<file path="src/rtl/dly_tdc_reader.sv">
// Delay-line TDC reader: launches an edge into an inverter chain, samples the taps NAVG times and reports the averaged stage count.
// Latency: NAVG*(3+RCV) cycles from the START edge to VALID; one LAUNCH pulse per run, RCV quiet cycles between runs.
// Backpressure: RESULT/SAT/VALID hold in DONE until READY; START is only looked at in IDLE.
module dly_tdc_reader #(
    parameter  int NTAP     = 32,
    parameter  int AVG_LOG2 = 2,
    parameter  int RCV      = 4,
    localparam int OUTW     = $clog2(NTAP + 1)
) (
    input  logic            clk,
    input  logic            rstn,
    input  logic            start,
    input  logic [NTAP-1:0] tap,
    output logic            launch,
    output logic            busy,
    output logic [OUTW-1:0] result,
    output logic            sat,
    output logic            valid,
    input  logic            ready
);

    // Accumulator holds NAVG sums of at most NTAP each, so OUTW+AVG_LOG2 bits never wrap.
    localparam int ACCW = OUTW + AVG_LOG2;
    localparam int NAVG = 1 << AVG_LOG2;
    localparam int RUNW = AVG_LOG2 + 1;
    localparam int RCVW = $clog2(RCV + 1);

    typedef enum logic [2:0] {
        S_IDLE    = 3'd0,
        S_LAUNCH  = 3'd1,
        S_SYNC    = 3'd2,
        S_ACCUM   = 3'd3,
        S_RECOVER = 3'd4,
        S_DONE    = 3'd5
    } state_t;

    // Odd inverters idle high and even inverters idle low when the chain input is low;
    // this mask flips the tap polarity so a resting chain reads as all zeros.
    function automatic logic [NTAP-1:0] rest_mask();
        logic [NTAP-1:0] m;
        for (int i = 0; i < NTAP; i++) begin
            m[i] = ((i % 2) == 0);
        end
        return m;
    endfunction

    localparam logic [NTAP-1:0] REST = rest_mask();

    // Counting ones rather than searching for the first zero keeps bubbles in the
    // thermometer code from producing large errors.
    function automatic logic [OUTW-1:0] popcnt(input logic [NTAP-1:0] v);
        logic [OUTW-1:0] c;
        c = '0;
        for (int i = 0; i < NTAP; i++) begin
            c = c + OUTW'(v[i]);
        end
        return c;
    endfunction

    state_t            state;
    state_t            state_nxt;
    logic [NTAP-1:0]   norm;
    logic [NTAP-1:0]   stage1;
    logic [NTAP-1:0]   stage2;
    logic [OUTW-1:0]   pop;
    logic [ACCW-1:0]   acc;
    logic [RUNW-1:0]   run_cnt;
    logic [RCVW-1:0]   rcv_cnt;
    logic              sat_acc;
    logic              rcv_last;
    logic              take_start;
    logic              done_entry;

    // Polarity-corrected taps and the stage count of the synchronised sample.
    always_comb begin
        norm = tap ^ REST;
        pop  = popcnt(stage2);
    end

    // Shared decode terms used by both the FSM and the datapath.
    always_comb begin
        rcv_last   = (state == S_RECOVER) && (rcv_cnt == RCVW'(RCV - 1));
        take_start = (state == S_IDLE) && start;
        done_entry = rcv_last && (run_cnt == RUNW'(NAVG));
    end

    // FSM state register.
    always_ff @(posedge clk or negedge rstn) begin
        if (!rstn) begin
            state <= S_IDLE;
        end else begin
            state <= state_nxt;
        end
    end

    // FSM next-state: one pass LAUNCH->SYNC->ACCUM->RECOVER per run, DONE after NAVG runs.
    always_comb begin
        state_nxt = state;
        unique case (state)
            S_IDLE: begin
                if (start) begin
                    state_nxt = S_LAUNCH;
                end
            end
            S_LAUNCH:  state_nxt = S_SYNC;
            S_SYNC:    state_nxt = S_ACCUM;
            S_ACCUM:   state_nxt = S_RECOVER;
            S_RECOVER: begin
                if (rcv_last) begin
                    state_nxt = (run_cnt == RUNW'(NAVG)) ? S_DONE : S_LAUNCH;
                end
            end
            S_DONE: begin
                if (ready) begin
                    state_nxt = S_IDLE;
                end
            end
            default:   state_nxt = S_IDLE;
        endcase
    end

    // BUSY is a pure state decode; reset drives the state to IDLE so it drops at once.
    always_comb begin
        busy = (state != S_IDLE);
    end

    // LAUNCH comes straight from a flop so the chain input never sees decode glitches.
    always_ff @(posedge clk or negedge rstn) begin
        if (!rstn) begin
            launch <= 1'b0;
        end else begin
            launch <= (state_nxt == S_LAUNCH);
        end
    end

    // Two-flop capture of the asynchronous taps: sample at the end of LAUNCH, retime in SYNC.
    always_ff @(posedge clk or negedge rstn) begin
        if (!rstn) begin
            stage1 <= '0;
            stage2 <= '0;
        end else begin
            if (state == S_LAUNCH) begin
                stage1 <= norm;
            end
            if (state == S_SYNC) begin
                stage2 <= stage1;
            end
        end
    end

    // Per-measurement accumulation of stage counts, run count and saturation.
    always_ff @(posedge clk or negedge rstn) begin
        if (!rstn) begin
            acc     <= '0;
            run_cnt <= '0;
            sat_acc <= 1'b0;
        end else if (take_start) begin
            acc     <= '0;
            run_cnt <= '0;
            sat_acc <= 1'b0;
        end else if (state == S_ACCUM) begin
            acc     <= acc + ACCW'(pop);
            run_cnt <= run_cnt + RUNW'(1);
            if (pop == OUTW'(NTAP)) begin
                sat_acc <= 1'b1;
            end
        end
    end

    // Recovery timer: cleared while accumulating, counts through the RCV quiet cycles.
    always_ff @(posedge clk or negedge rstn) begin
        if (!rstn) begin
            rcv_cnt <= '0;
        end else if (state == S_ACCUM) begin
            rcv_cnt <= '0;
        end else if (state == S_RECOVER) begin
            rcv_cnt <= rcv_cnt + RCVW'(1);
        end
    end

    // Output registers: loaded only on DONE entry so IDLE keeps the previous measurement.
    always_ff @(posedge clk or negedge rstn) begin
        if (!rstn) begin
            result <= '0;
            sat    <= 1'b0;
            valid  <= 1'b0;
        end else if (done_entry) begin
            result <= OUTW'(acc >> AVG_LOG2);
            sat    <= sat_acc;
            valid  <= 1'b1;
        end else if ((state == S_DONE) && ready) begin
            valid  <= 1'b0;
        end
    end

endmodule

</file>
<file path="config.mk">
export PLATFORM = sky130hd
export DESIGN_NAME = dly_tdc_reader
export DESIGN_NICKNAME = d
export VERILOG_FILES = /design/src/rtl/dly_tdc_reader.sv
export SDC_FILE = /design/constraint.sdc
export NUM_CORES = 1
export LEC_CHECK = 0
export ABC_AREA = 1
export CAP_MARGIN = 20
export CELL_PAD_IN_SITES_DETAIL_PLACEMENT = 1
export CELL_PAD_IN_SITES_GLOBAL_PLACEMENT = 1
export CORE_ASPECT_RATIO = 1.4
export CORE_MARGIN = 5
export CORE_UTILIZATION = 44
export DETAILED_ROUTE_END_ITERATION = 16
export PLACE_DENSITY = 0.86
export SLEW_MARGIN = 10
export SYNTH_ARGS = -nofsm -noshare
export SYNTH_HDL_FRONTEND = slang
export SYNTH_SLANG_ARGS = --single-unit
</file>
<file path="constraint.sdc">
create_clock -name clk -period 5.77 [get_ports clk]
set_clock_uncertainty 0.05 [all_clocks]
set_input_delay 1.154 -clock clk [delete_from_list [all_inputs] [get_ports clk]]
set_output_delay 1.154 -clock clk [all_outputs]
set_load 0.01 [all_outputs]
</file>
* Yosys cells after proc, flatten, opt, wreduce, memory -nomap -nowiden *
Cells that the tools add are included.

operators by class
  $add $sub $neg = 34
  bitwise operators = 1
  reductions and logical operators = 11
  eq/ne operators = 9
  muxes and demuxes = 16

operators by type and width
  kind                                           count
  adder 6 x 1 -> 6 bit                           26
  2-to-1 mux 3 bit                               8
  one-hot mux 3 bit (6 select lines)             1
  2-to-1 mux 8 bit                               2
  inverter 16 bit                                1
  == test 3 x 2 -> 1 bit, second input constant  3
  == test 3 bit, second input constant           3
  adder 8 x 6 -> 8 bit                           1
  nonzero test 2 bit                             4
  adder 3 x 1 -> 3 bit, second input constant    2
  adder 5 x 1 -> 6 bit                           1
  == test 3 x 1 -> 1 bit, second input constant  2
  == test 6 bit, second input constant           1
  adder 4 x 1 -> 5 bit                           1
  2-to-1 mux 1 bit                               5
  adder 3 x 1 -> 4 bit                           1
  logical AND 1 bit                              4
  adder 2 x 1 -> 3 bit                           1
  zero test 3 bit                                1
  nonzero test 3 bit                             1
  adder 1 x 1 -> 2 bit                           1
  AND reduction 2 bit                            1

storage, ports and cells
  input bits = 36
  flip-flop bits (word level) = 91

* Longest topological paths before layout *
Gate-level depths: netlist (run 1).

  depth in word-level cells = 35
  gate-level depth with buffers = 24

* Worst setup path after synthesis (run 1) *
OpenSTA, ideal clock, no wires.

  kind = reg2reg
  from = register stage2[17]
  to = register acc[7]
  path buffers = 0
  required time = 5.601 ns
  cell stages (with the launch flop) = 23
  arrival = 5.074 ns
  period minus slack after synthesis = 5.243 ns
  path slack = 0.527 ns
  path through = dfrtp_1 -> fa_1 -> inv_1 -> fa_1 -> fa_1 -> fa_1 -> fa_1 -> fa_1 -> inv_1 -> ha_1 -> inv_1 -> fa_1 -> nor2_1 -> nor2_1 -> nor2_1 -> nor2_1 -> ha_1 -> nand2_1 -> nand2_1 -> a21boi_0 -> nand2_1 -> a21oi_1 -> nor2_1

on the way
  word-level cells in the longest chain between the ends = 18

RTL lines
  element                             line  RTL
  from (decl)                         64    logic [NTAP-1:0] stage2;
  from (signal assigned)              146   stage2 <= stage1;
  adder 6 x 1 -> 6 bit (15 in a row)  55    c = c + OUTW'(v[i]);
  adder 8 x 6 -> 8 bit                162   acc <= acc + ACCW'(pop);
  2-to-1 mux 8 bit                    161   end else if (state == S_ACCUM) begin
  2-to-1 mux 8 bit                    157   end else if (take_start) begin
  to (signal assigned)                162
  to (decl)                           66    logic [ACCW-1:0] acc;

No other way between the ends. The select of a mux whose other input is x is not followed.
A chain may end at the register's enable or synchronous reset.

* Worst setup path in the final report (run 1) *
  from = register stage2[15]
  to = register acc[7]

on the way
  word-level cells in the longest chain between the ends = 20

RTL lines
  element                             line
  adder 6 x 1 -> 6 bit (17 in a row)  55
  adder 8 x 6 -> 8 bit                162
  2-to-1 mux 8 bit                    161
  2-to-1 mux 8 bit                    157

No other way between the ends. The select of a mux whose other input is x is not followed.

==> results.md, run 1 <==
- Fillers: 1233
- Via Count: 3387
- Total gr overflow: 0
- Status: completed
- Slew Limit Headroom: 59.32%
- Initial Util: 44.79%
- Post-route minimum period: 5682 ps
- Worst Path Arrival: 5870 ps
- DRC: 0
- Avg WL per Cell: 16.18 um
- Main flop type after synthesis: dfrtp_1
- CP delay by family, top: adder cells
- Largest net degree at the start of global routing: 66
- Tcrit/Tclk final: 98.48%
- Number of flops mapped to enable cells by yosys: 0
- Setup total negative slack: 0 ps
- #FFs+latches synth: 91
- Die X: 96.75 um
- Layout cell share with drive strength beyond 1: 12.13%
- DRT Wirelength: 11030 um
- Final setup viols: 0
- Hpwl dp: 8083 um
- Worst setup SP type: flop
- Clock Pin Slew Worst Setup and Hold Paths: 60 ps
- Multi-input logic area: 1954 sq um
- Worst-Margin Slew: 610.1 ps
- Async set-or-reset flop fraction in the synthesized netlist: 100.0%
- Core area: 10350 sq um
- Synth warn: 0
- Die height: 131.5 um
- GRT Resource Usage Total: 17.77%
- CP endpoint kind: flop
- RSZ-0062 raised after global routing: yes
- WP data required: 5960 ps
- Worst path buffer plus inverter count: 4
- Max Fclk: 176.0 MHz
- RePlAce Congestion: 0.8620
- Initial antenna violation count: 0
- N_diodes: 0
- Mapped cell area: 4636 sq um
- Setup CP Type: flop to flop
- Final ANT Viol Nets: 0
- Clock Tree Root: clkbuf_16
- DR pass1 iterations: 4
- Worst-Skew Late Latency: 340 ps
- Post-layout util: 54.03%
- IO Pins: 46
- Sequential-to-total area share from yosys stat: 49.12%
- Synth Instances: 491
- IO Port Bufs: 45
- Fin nets: 619
- Yosys top cell by area: dfrtp_1
- Storage cell area: 2277 sq um
- Min Hold Slack: 433.1 ps
- Slowest CP cell: fa_2
- Yosys top cell area share: 49.12%
- Vias in the first global route: 3853
- Clk sink count: 91
- CP max FO: 4
- Syn_nets: 569
- Mean post-synth cell area: 9.441 sq um
- Maxcap violations: 0
- Iteration-0 DRC Markers: 90
- Crit-path most repeated cell: fa_1
- Row count: 44
- CTS Hold Buffers Added: 0
- First-pass GRT wire length: 18130 um
- TritonCTS clock tree: done
- Final hold vios: 0
- Bufs on Longest Clock Path: 2
- Vias per std cell: 4.966
- Class of the worst hold path: flop to flop
- Slew Limit Fails: 0
- Area contributors post-synth: dfrtp_1 (49%), fa_1 (11%), inv_1 (8.0%)
- Unique masters post-synth: 29
- Max incr delay on CP: 620 ps
- Crit-path cells: inv_1, fa_2, fa_1, fa_1, fa_1, fa_1, fa_1, inv_1, ha_2, inv_2, fa_2, nor2_2, nor2_1, nor2_1, nor2_1, ha_1, buf_6, nand2_4, nor2_2, nand2_1, nand2_2, nand3_2, nand2_1, nor2_1
- TritonCTS Buffers: 9
- H-tree depth: 3
- DIE AREA: 12720 sq um
- Area Overhead vs Synth: 20.62%
-- metal layers --
layer  up-vias  GRT usage (%)  share of wire (%)
met5         -              0                  0
met4         0          8.431                2.1
met3        18          1.962                2.0
met2        53          34.68                 59
met1      1707          18.59                 37
li1       1609              -                  -
-- state kept, by name, summed over array words and instances (netlist names) --
signal and cells:
stage1 32, sat 1, state 3, sat_acc 1, valid 1, stage2 32, acc 8, run_cnt 3
rcv_cnt 3, launch 1, result 6
-- cell families after synthesis --
group | Yosys count | synth area share, %
compound gates | 91 | 10.55
xor+xnor | 2 | 0.3779
fa+ha+maj | 42 | 15.38
buf+inv | 117 | 10.61
flops | 91 | 49.12
mux | 4 | 1.052
simple gates | 144 | 12.90
-- placed cells by master (no fill, tap or decap), drive strengths merged --
master / instances
a21boi: 1
a21oi: 39
buf: 10
clkbuf: 12
clkdlybuf4s50: 44
clkinv: 2
dfrtp: 91
fa: 25
ha: 17
inv: 102
mux2: 4
nand2: 81
nand3: 18
nand4: 1
nor2: 41
nor3: 2
nor4: 1
o21ai: 47
o22ai: 4
xnor2: 1
xor2: 1
-- worst paths after layout --
path | cells past startpoint | from | end | slack (ps)
worst max-delay path | 24 | stage2[15]$_DFFE_PN0N_ | acc[7]$_DFFE_PN0P_ | 90
worst min-delay path | 2 | result[0]$_DFFE_PN0P_ | result[0]$_DFFE_PN0P_ | 430
worst max register to register | 24 | stage2[15]$_DFFE_PN0N_ | acc[7]$_DFFE_PN0P_ | 90
worst min register to register | 2 | result[0]$_DFFE_PN0P_ | result[0]$_DFFE_PN0P_ | 430
max in group asynchronous | 2 | rstn | stage1[16]$_DFFE_PN0P_ | 3890
min in group asynchronous | 1 | rstn | stage2[2]$_DFFE_PN0N_ | 760
-- metrics by stage --
step                cells  worst slack [ps]  instance area, sq um
floorplan             491             527.5                  4636
global placement      660             338.0                  5157
detailed placement    660            -33.59                  5157
CTS                   674             25.12                  5420
global route          682            -184.1                  5592
finish                682             87.77                  5592
-- cell type report --
| class | count | area share [%] |
|---|---|---|
| Clock buffer | 12 | 4.408 |
| Clock inverter | 2 | 0.2461 |
| Inverter | 102 | 6.847 |
| Multi-Input combinational cell | 283 | 34.95 |
| Sequential cell | 91 | 40.72 |
| Tap cell | 138 | 3.088 |
| Timing Repair Buffer | 54 | 9.734 |
-- synth_stat cells, types with 2 or more instances --
cell	number
a21oi_1	39
buf_2	3
buf_4	3
buf_6	5
clkbuf_1	4
dfrtp_1	91
fa_1	25
ha_1	17
inv_1	99
inv_2	3
mux2_2	3
nand2_1	77
nand2_2	4
nand3_1	16
nand3_2	2
nor2_1	40
o21ai_0	33
o21ai_1	7
o21ai_2	7
o22ai_1	4
-- worst register-to-register path: cells and delay by family, from the launching register on --
family	cells	cell delay (ps)
adder cells (fa/ha/maj)	9	4000
AND/OR/NAND/NOR	11	850
buffers and inverters	4	350
flip-flops	1	340
-- timing repair --
item                       4_1_cts  5_1_grt
pin swaps                        0       21
setup endpoints to repair        1        5
gates resized for setup          2       25
setup buffers                    0        6
Power of run 1 is not shown: default switching activity piles up to over one toggle a cycle in this logic, so the estimate is an artifact.
==> inputs of run 2 (changes only) <==
--- a/config.mk
+++ b/config.mk
@@ -11,9 +11,9 @@
 export CELL_PAD_IN_SITES_GLOBAL_PLACEMENT = 1
 export CORE_ASPECT_RATIO = 1.4
 export CORE_MARGIN = 5
-export CORE_UTILIZATION = 44
+export CORE_UTILIZATION = 48
 export DETAILED_ROUTE_END_ITERATION = 16
-export PLACE_DENSITY = 0.86
+export PLACE_DENSITY = 0.93
 export SLEW_MARGIN = 10
 export SYNTH_ARGS = -nofsm -noshare
 export SYNTH_HDL_FRONTEND = slang
==> constraint.sdc (replaced) <==
create_clock -name clk -period 7.09 [get_ports clk]
set_clock_uncertainty 0.05 [all_clocks]
set_input_delay 1.418 -clock clk [delete_from_list [all_inputs] [get_ports clk]]
set_output_delay 1.418 -clock clk [all_outputs]
set_load 0.01 [all_outputs]
==> results.md, run 2 (synthesized netlist as in run 1, its figures left out) <==
- Final ANT Viol Nets: 0
- RePlAce Congestion: 0.8405
- Commonest non-fill, non-tap cell in the layout: inv_1
- DR pass1 iterations: 4
- N_diodes: 0
- Post-route minimum period: 5709 ps
- Post-CTS sizing: 0
- Core area: 9459 sq um
- Crit-path cells: fa_1, inv_1, fa_1, fa_1, fa_1, fa_1, fa_1, inv_1, ha_1, inv_1, fa_1, nor2_1, nor2_1, nor2_1, nor2_1, ha_1, nand2_1, nand2_1, a21boi_0, nand2_1, a21oi_1, nor2_1
- Clock Tree Root: clkbuf_16
- Met3 usage: 2.506%
- Largest regs: stage1 (32), stage2 (32), acc (8)
- Gr busiest metal: met2
- Die X: 93.06 um
- RSZ-0062 raised after global routing: no
- DRT Wirelength: 10950 um
- Row count: 42
- Hpwl dp: 8196 um
- IO Pins: 46
- Met1 Usage GRT: 20.59%
- Iteration-0 DRC Markers: 86
- Final setup viols: 0
- Crit-path most repeated cell: fa_1
- Worst setup SP type: flop
- Fillers: 1085
- Class of the worst hold path: flop to flop
- Avg WL per Cell: 16.84 um
- Clk sink count: 91
- Non-filler instance count after layout: 650
- Largest net degree at the start of global routing: 66
- Setup CP Type: flop to flop
- Layout cell share with drive strength beyond 1: 7.593%
- Cell count after placement: 632
- DIE AREA: 11750 sq um
- Slew Limit Fails: 0
- GRT Resource Usage Total: 19.89%
- Worst r2r dst: acc[7]$_DFFE_PN0P_
- Initial Util: 49.01%
- Worst Path Arrival: 5890 ps
- Grt met2 use: 39.54%
- Total gr overflow: 0
- Min-Delay Endpoint: result[4]$_DFFE_PN0P_
- Final hold vios: 0
- Max Fclk: 175.2 MHz
- Maxcap violations: 0
- Vias per std cell: 5.182
- DRC: 0
- CTS Hold Buffers Added: 0
- Clock Pin Slew Worst Setup and Hold Paths: 60 ps
- Setup slack, reg-to-reg: 1380 ps
- Cell count of the worst hold path: 2
- Die height: 126.3 um
- Slew Limit Headroom: 44.96%
- Status: completed
- Worst r2r src: stage2[17]$_DFFE_PN0N_
- WP data required: 7270 ps
- Max incr delay on CP: 570 ps
- Bufs on Longest Clock Path: 2
- Setup Buffers After CTS: 0
- TritonCTS Buffers: 9
- Fin nets: 613
- Area Overhead vs Synth: 17.25%
- Most frequent cells in the layout: inv_1 (99), dfrtp_1 (91), nand2_1 (76), clkdlybuf4s50_1 (44), nor2_1 (40)
- CP max FO: 4
- Worst-Margin Slew: 825.6 ps
- Vias in the first global route: 3788
- Initial antenna violation count: 0
- TritonCTS clock tree: done
- CP endpoint kind: flop
- Worst-Skew Late Latency: 350 ps
- Via Count: 3368
- Slowest CP cell: fa_1
- Reg2Reg Depth: 22
- Setup total negative slack: 0 ps
- IO Port Bufs: 45
- First-pass GRT wire length: 18110 um
- Hold_sp: result[4]$_DFFE_PN0P_
- Tcrit/Tclk final: 80.52%
- H-tree depth: 3
run 2: cell types whose count changed in the layout (fill, tap and decap cells not counted), sizes merged:
cell      change
buf           -6
clkinv        +1
clkinvlp      +1
run 2: worst max-delay path: cells and delay by family (launching register included):
family / cells / cell delay (ps)
AOI/OAI and AO/OA: 2 / 280
adders and majority gates: 9 / 3940
buffers and inverters: 3 / 200
DFF: 1 / 410
and+or+nand+nor: 8 / 720
run 2: layer usage:
metal  vias up  share of wire [%]
met3        20                2.2
met4         0                2.4
met1      1701                 36
met5         -                  0
li1       1597                  -
met2        50                 59
run 2: worst max-delay path by stage:
stage / start / endpoint / slack (ps)
after floorplan: stage2[17]$_DFFE_PN0N_ / acc[7]$_DFFE_PN0P_ / 1850
after global placement: stage2[17]$_DFFE_PN0N_ / acc[7]$_DFFE_PN0P_ / 1670
after detailed placement: stage2[17]$_DFFE_PN0N_ / acc[7]$_DFFE_PN0P_ / 1380
after CTS: stage2[17]$_DFFE_PN0N_ / acc[7]$_DFFE_PN0P_ / 1370
after global routing: stage2[17]$_DFFE_PN0N_ / acc[7]$_DFFE_PN0P_ / 1060
final: stage2[17]$_DFFE_PN0N_ / acc[7]$_DFFE_PN0P_ / 1380
run 2: area by class of cell:
type | instances | area, sq um | share of cell area, %
multi-input combinational | 283 | 1869 | 34.39
timing repair buffer | 48 | 495.5 | 9.116
inverter | 102 | 382.9 | 7.044
clock buffer | 12 | 246.5 | 4.535
clock inverter | 4 | 26.28 | 0.4834
tap | 110 | 137.6 | 2.532
sequential | 91 | 2277 | 41.90
run 2: through the flow:
step	setup slack, ps	hold WS [ps]	instance area (sq um)	utilization (%)
2_1_floorplan	1847	399.2	4636	-
3_3_place_gp	1668	410.4	5122	54.15
3_5_place_dp	1382	429.7	5122	54.15
4_1_cts	1366	445.2	5395	57.04
5_1_grt	1064	464.3	5435	57.46
6_report	1381	436.1	5435	57.46
Power of run 2 is left out for the same reason.
